[config.mk]
export PLATFORM = sky130hd
export DESIGN_NAME = pipelined_shift_unit
export DESIGN_NICKNAME = d
export VERILOG_FILES = /design/src/rtl/pipelined_shift_unit.sv
export SDC_FILE = /design/constraint.sdc
export NUM_CORES = 1
export LEC_CHECK = 0
export CORE_MARGIN = 1.5
export CORE_UTILIZATION = 40
export CTS_CLUSTER_DIAMETER = 120
export DETAILED_ROUTE_END_ITERATION = 10
export PLACE_DENSITY_LB_ADDON = 0.1
export SYNTH_ARGS = -nofsm -noshare
export SYNTH_HDL_FRONTEND = slang
export SYNTH_SLANG_ARGS = --single-unit
[constraint.sdc]
create_clock -name CLK -period 1.7 [get_ports CLK]
set_input_delay 0.17 -clock CLK [delete_from_list [all_inputs] [get_ports CLK]]
set_output_delay 0.17 -clock CLK [all_outputs]
set_load 0.01 [all_outputs]
[src/rtl/pipelined_shift_unit.sv]
`timescale 1ns/1ps
`default_nettype none
// ============================================================================
// pipelined_shift_unit: two-stage valid/ready barrel shifter (LSL/LSR/ASR/ROR/ROL).
// Optional macro SHIFT_FLAGS_EN adds registered OUT_CARRY/OUT_ZERO.  Rev 1.0
// ============================================================================
module pipelined_shift_unit #(
  parameter int WIDTH = 8,
  parameter int AW    = $clog2(WIDTH) + 1
) (
  input  logic             CLK,
  input  logic             RESET,
  input  logic             IN_VALID,
  output logic             IN_READY,
  input  logic [WIDTH-1:0] DATA,
  input  logic [AW-1:0]    AMT,
  input  logic [2:0]       MODE,
  output logic             OUT_VALID,
  input  logic             OUT_READY,
  output logic [WIDTH-1:0] RESULT,
  output logic             OUT_ERR
`ifdef SHIFT_FLAGS_EN
  ,
  output logic             OUT_CARRY,
  output logic             OUT_ZERO
`endif
);

  localparam int         LOG      = AW - 1;
  localparam logic [2:0] MODE_LSL = 3'b000;
  localparam logic [2:0] MODE_LSR = 3'b001;
  localparam logic [2:0] MODE_ASR = 3'b010;
  localparam logic [2:0] MODE_ROR = 3'b011;
  localparam logic [2:0] MODE_ROL = 3'b100;

  logic             s1_valid;
  logic [WIDTH-1:0] s1_data;
  logic [AW-1:0]    s1_amt;
  logic [2:0]       s1_mode;

  logic             adv;
  logic [LOG-1:0]   sh;
  logic             big;
  logic             msb;
  logic             r_rot;
  logic             r_fillbit;
  logic             l_rot;
  logic [WIDTH-1:0] shift_res;
  logic             shift_err;

  assign adv      = !OUT_VALID || OUT_READY;
  assign IN_READY = !s1_valid || adv;

  // Power-of-two WIDTH: the top AMT bit alone flags AMT >= WIDTH, and the
  // low bits are AMT modulo WIDTH for the rotates.
  assign sh        = s1_amt[LOG-1:0];
  assign big       = s1_amt[AW-1];
  assign msb       = s1_data[WIDTH-1];
  assign r_rot     = (s1_mode == MODE_ROR);
  assign r_fillbit = (s1_mode == MODE_ASR) & msb;
  assign l_rot     = (s1_mode == MODE_ROL);

  logic [LOG:0][WIDTH-1:0] rchain;
  logic [LOG:0][WIDTH-1:0] lchain;

  assign rchain[0] = s1_data;
  assign lchain[0] = s1_data;

  generate
    for (genvar k = 0; k < LOG; k++) begin : g_level
      localparam int S = 1 << k;
      logic [S-1:0] rfill;
      logic [S-1:0] lfill;
      assign rfill       = r_rot ? rchain[k][S-1:0] : {S{r_fillbit}};
      assign lfill       = l_rot ? lchain[k][WIDTH-1 -: S] : '0;
      assign rchain[k+1] = sh[k] ? {rfill, rchain[k][WIDTH-1:S]} : rchain[k];
      assign lchain[k+1] = sh[k] ? {lchain[k][WIDTH-S-1:0], lfill} : lchain[k];
    end
  endgenerate

  always_comb begin
    shift_res = s1_data;
    shift_err = 1'b0;
    case (s1_mode)
      MODE_LSL: shift_res = big ? '0 : lchain[LOG];
      MODE_LSR: shift_res = big ? '0 : rchain[LOG];
      MODE_ASR: shift_res = big ? {WIDTH{msb}} : rchain[LOG];
      MODE_ROR: shift_res = rchain[LOG];
      MODE_ROL: shift_res = lchain[LOG];
      default:  shift_err = 1'b1;
    endcase
  end

`ifdef SHIFT_FLAGS_EN
  logic           shift_carry;
  logic           amt_zero;
  logic           amt_eq_w;
  logic [LOG-1:0] idx_lsl;
  logic [LOG-1:0] idx_lsr;

  assign amt_zero = (s1_amt == '0);
  assign amt_eq_w = big && (sh == '0);
  // For 1 <= n < WIDTH: LSL loses DATA[WIDTH-n], right shifts lose DATA[n-1].
  assign idx_lsl  = LOG'(0) - sh;
  assign idx_lsr  = sh - LOG'(1);

  always_comb begin
    shift_carry = 1'b0;
    if (!amt_zero) begin
      case (s1_mode)
        MODE_LSL: shift_carry = big ? (amt_eq_w & s1_data[0]) : s1_data[idx_lsl];
        MODE_LSR: shift_carry = big ? (amt_eq_w & msb) : s1_data[idx_lsr];
        MODE_ASR: shift_carry = big ? msb : s1_data[idx_lsr];
        MODE_ROR: shift_carry = shift_res[WIDTH-1];
        MODE_ROL: shift_carry = shift_res[0];
        default:  shift_carry = 1'b0;
      endcase
    end
  end
`endif

  always_ff @(posedge CLK) begin
    if (RESET) begin
      s1_valid  <= 1'b0;
      s1_data   <= '0;
      s1_amt    <= '0;
      s1_mode   <= '0;
      OUT_VALID <= 1'b0;
      RESULT    <= '0;
      OUT_ERR   <= 1'b0;
`ifdef SHIFT_FLAGS_EN
      OUT_CARRY <= 1'b0;
      OUT_ZERO  <= 1'b0;
`endif
    end else begin
      if (adv) begin
        OUT_VALID <= s1_valid;
        if (s1_valid) begin
          RESULT  <= shift_res;
          OUT_ERR <= shift_err;
`ifdef SHIFT_FLAGS_EN
          OUT_CARRY <= shift_carry;
          OUT_ZERO  <= (shift_res == '0);
`endif
        end
      end
      // IN_READY implies S1 is empty or moving on, so a simultaneous
      // accept and drain never overwrites a live request.
      if (IN_READY) begin
        s1_valid <= IN_VALID;
        if (IN_VALID) begin
          s1_data <= DATA;
          s1_amt  <= AMT;
          s1_mode <= MODE;
        end
      end
    end
  end

endmodule
`default_nettype wire

==> results of run 1 <==
layout make-up:
cell class	count	area, um2
clock buffer	3	41.3
fill	388	1730
inverter	5	18.8
multi-input combinational	180	1280
sequential	26	528
tap	52	65.1
timing repair buffer	86	758
registers in the layout (all words and copies together) (netlist names):
signal,cells
OUT_ERR,1
s1_amt,4
RESULT,8
s1_data,8
s1_valid,1
OUT_VALID,1
s1_mode,3
metrics by stage:
step	TNS, ns	instances
2_1_floorplan	0	231
4_1_cts	-0.00754	352
3_5_place_dp	-0.359	347
5_1_grt	-0.221	352
6_report	-0.0236	352
3_3_place_gp	-0.431	347
what timing repair did:
item	4_1_cts	5_1_grt
setup endpoints to repair	9	9
pin swaps	5	8
resized for setup	10	22
setup buffers	2	0
worst max-delay path, cell delays in order (launching register included):
cell                       delay [ns]
sky130_fd_sc_hd__dfxtp_1         0.41
sky130_fd_sc_hd__nand2b_1        0.22
sky130_fd_sc_hd__buf_4           0.15
sky130_fd_sc_hd__o22ai_4         0.07
sky130_fd_sc_hd__buf_4           0.17
sky130_fd_sc_hd__a211o_1         0.28
sky130_fd_sc_hd__a21o_1          0.15
sky130_fd_sc_hd__a22o_1          0.19
final timing paths:
kind	depth (start not counted)	to	start
max	7	RESULT[1]$_SDFFE_PP0P_	s1_mode[2]$_SDFFE_PP0P_
max reg2reg	7	RESULT[1]$_SDFFE_PP0P_	s1_mode[2]$_SDFFE_PP0P_
min reg2reg	1	RESULT[2]$_SDFFE_PP0P_	RESULT[2]$_SDFFE_PP0P_
min	3	s1_data[7]$_SDFFE_PP0P_	DATA[7]
routing by layer:
layer	vias up	track usage, %	part of all wire, %
met1	981	32.4	44
met5	-	0	0
met2	99	39.0	46
met3	14	4.08	7.1
li1	994	-	-
met4	0	9.22	3.0
power by group:
part	total, uW	switching, uW	internal, uW
combinational	496	224	271
clock	353	195	159
sequential	692	49.4	642
placed cells by master, fill, tap and decap left out, drive strengths merged, types with 5 or more instances in the layout:
cell,count
o21ai,11
clkdlybuf4s50,29
nand2,33
nand3,21
dfxtp,26
buf,57
nand2b,10
nor2,18
a31oi,6
a21oi,28
mux4,10
inv,5
cell families after synthesis:
kind of cell | Yosys count | synth area share [%]
AND/OR/NAND/NOR | 97 | 25.7
AO/OA/AOI/OAI | 68 | 23.8
flip-flops | 26 | 27.8
buffers and inverters | 25 | 7.30
multiplexers | 15 | 15.3
==> parameters.txt, run 1 <==
Parameter                              Value

Synthesis
  Number of synthesis warnings ... 0
  Portion of the post-synthesis area used by sequential elements ... 27.8%
  Distinct cells, synth ... 48
  Number of synthesized flops with an enable pin ... 0
  Fraction of registers with async set or reset after synthesis ... 0%
  Yosys reg bits ... 26
  Gate count after technology mapping ... around 230
  Post-Syn Area per Cell ... 8.09 um2
  Most area-consuming cells after synthesis ... sky130_fd_sc_hd__dfxtp_1 (28%), sky130_fd_sc_hd__mux4_2 (9.6%), sky130_fd_sc_hd__a21oi_1 (7.5%)
  Most instantiated cells after synthesis ... sky130_fd_sc_hd__nand2_1 (33), sky130_fd_sc_hd__a21oi_1 (28), sky130_fd_sc_hd__dfxtp_1 (26), sky130_fd_sc_hd__nand3_1 (20), sky130_fd_sc_hd__nor2_1 (18)
  Area of the mapped netlist ... 1870 um2
  Cell taking the most area after synthesis ... sky130_fd_sc_hd__dfxtp_1
  Share of Yosys cell area claimed by the top area cell type ... between 20% and 30%
  Leading register cell type out of synthesis ... sky130_fd_sc_hd__dfxtp_1
  Net count after synthesis ... 250
  Most repeated cell in the gate-level netlist after synthesis ... sky130_fd_sc_hd__nand2_1

Final layout
  Inserted Diodes ... 0
  Number of nets in the final layout ... roughly 320
  Fraction of layout cells with a size suffix above 1 ... a little under a third
  Utilization of the core after routing ... 60.9%
  Relative area change from synthesis to final layout ... 43.8%
  Final Instance Area ... 2690 um2

Routing
  Routed len/inst ... 17.1 um
  Post-detailed-route DRC marker count ... 0
  Number of violations reported at the end of detailed-routing iteration 0 ... 207
  Routed Antenna Nets ... 0
  DRT Wirelength ... 6030 um
  Routed via count divided by cell count ... 5.93
  TritonRoute pass-1 iters ... 5
  DR vias ... 2088

Global routing
  Total routing resource utilization after global routing ... roughly a quarter
  Largest net degree at the start of global routing ... 18
  Via count of the first global-routing pass ... around 2000
  Wire length of the first global-routing pass ... 9630 um
  Antenna violations before repair ... 0
  Total congestion overflow after global routing ... 0

Clock network
  Maximum level of the CTS H-tree ... 1
  Number of sinks driven by the clock tree ... 26
  Number of buffers on the longest clock path ... 2
  Clock slew at reported path FFs ... 0.09 ns
  Hold-fix buffers, CTS ... 0
  Clock network latency to the later pin of the worst-skew pair ... 0.27 ns
  Clock tree from TritonCTS ... built
  TritonCTS Buffers ... 3
  CTS root buf ... sky130_fd_sc_hd__clkbuf_8

Run status
  Result of the run ... finished, violations left
  Failing checks ... setup timing

Setup path
  Worst EP arrival ... 1.90 ns
  Category of the critical setup timing path ... flip-flop to flip-flop
  Kind of start point of the critical path ... flip-flop
  Worst Path Max Fanout ... 5
  R2r setup slk ... -0.02 ns
  CP required ... 1.87 ns
  Critical path capture point type ... flip-flop

Die
  Die height ... 71.4 um
  Initial core utilization ... 42.3%
  Core region area ... between 4000 and 5000 um2
  Die extent in x ... between 70 and 80 um
  Placement row count ... 24
  Number of primary I/O pins ... 30
  Total Die Area ... 5090 um2

STA
  Hold_ws ... 0.463 ns
  Period utilization ... 101%
  Final-report setup violation count ... 1
  Min setup slack post-route ... -0.0236 ns
  Number of slew-limit violations in the final report ... 0
  Final hold violations ... 0
  Largest clock skew in the final design ... 0.00827 ns
  Slew margin rel. ... a little under three quarters
  Max Fclk ... 580 MHz
  Setup repair after global routing missed its margin ... yes
  Minimum period implied by the final worst setup slack ... 1.72 ns
  Transition time at the pin with the least slew margin ... 0.430 ns

Place
  Routability-driven placement congestion ratio ... 1.01
  Worst setup slack after placement ... -0.0633 ns
  Input/output buffers ... 29
  Post-placement cell area ... around 2500 um2
  Detail Placement HPWL ... 4630 um

Job
  Max-cap violations ... 0

Pwr
  Reported leakage power ... a little over 0.001 uW
  Worst IR Drop VDD ... 0.312 mV
  Post-layout power ... 1540 uW
  Power density over the cells ... 573 nW/um2

Hold path
  Path type of the worst min-delay path ... input pin to flip-flop
Power figures use the tool's default switching activity.
==> inputs of run 2 (changes only) <==
Settings changed: CAP_MARGIN from default to 10, HOLD_SLACK_MARGIN from default to 0.1.
==> results of run 2 <==
Final layout, timing and power as in run 1 (identical DEF).
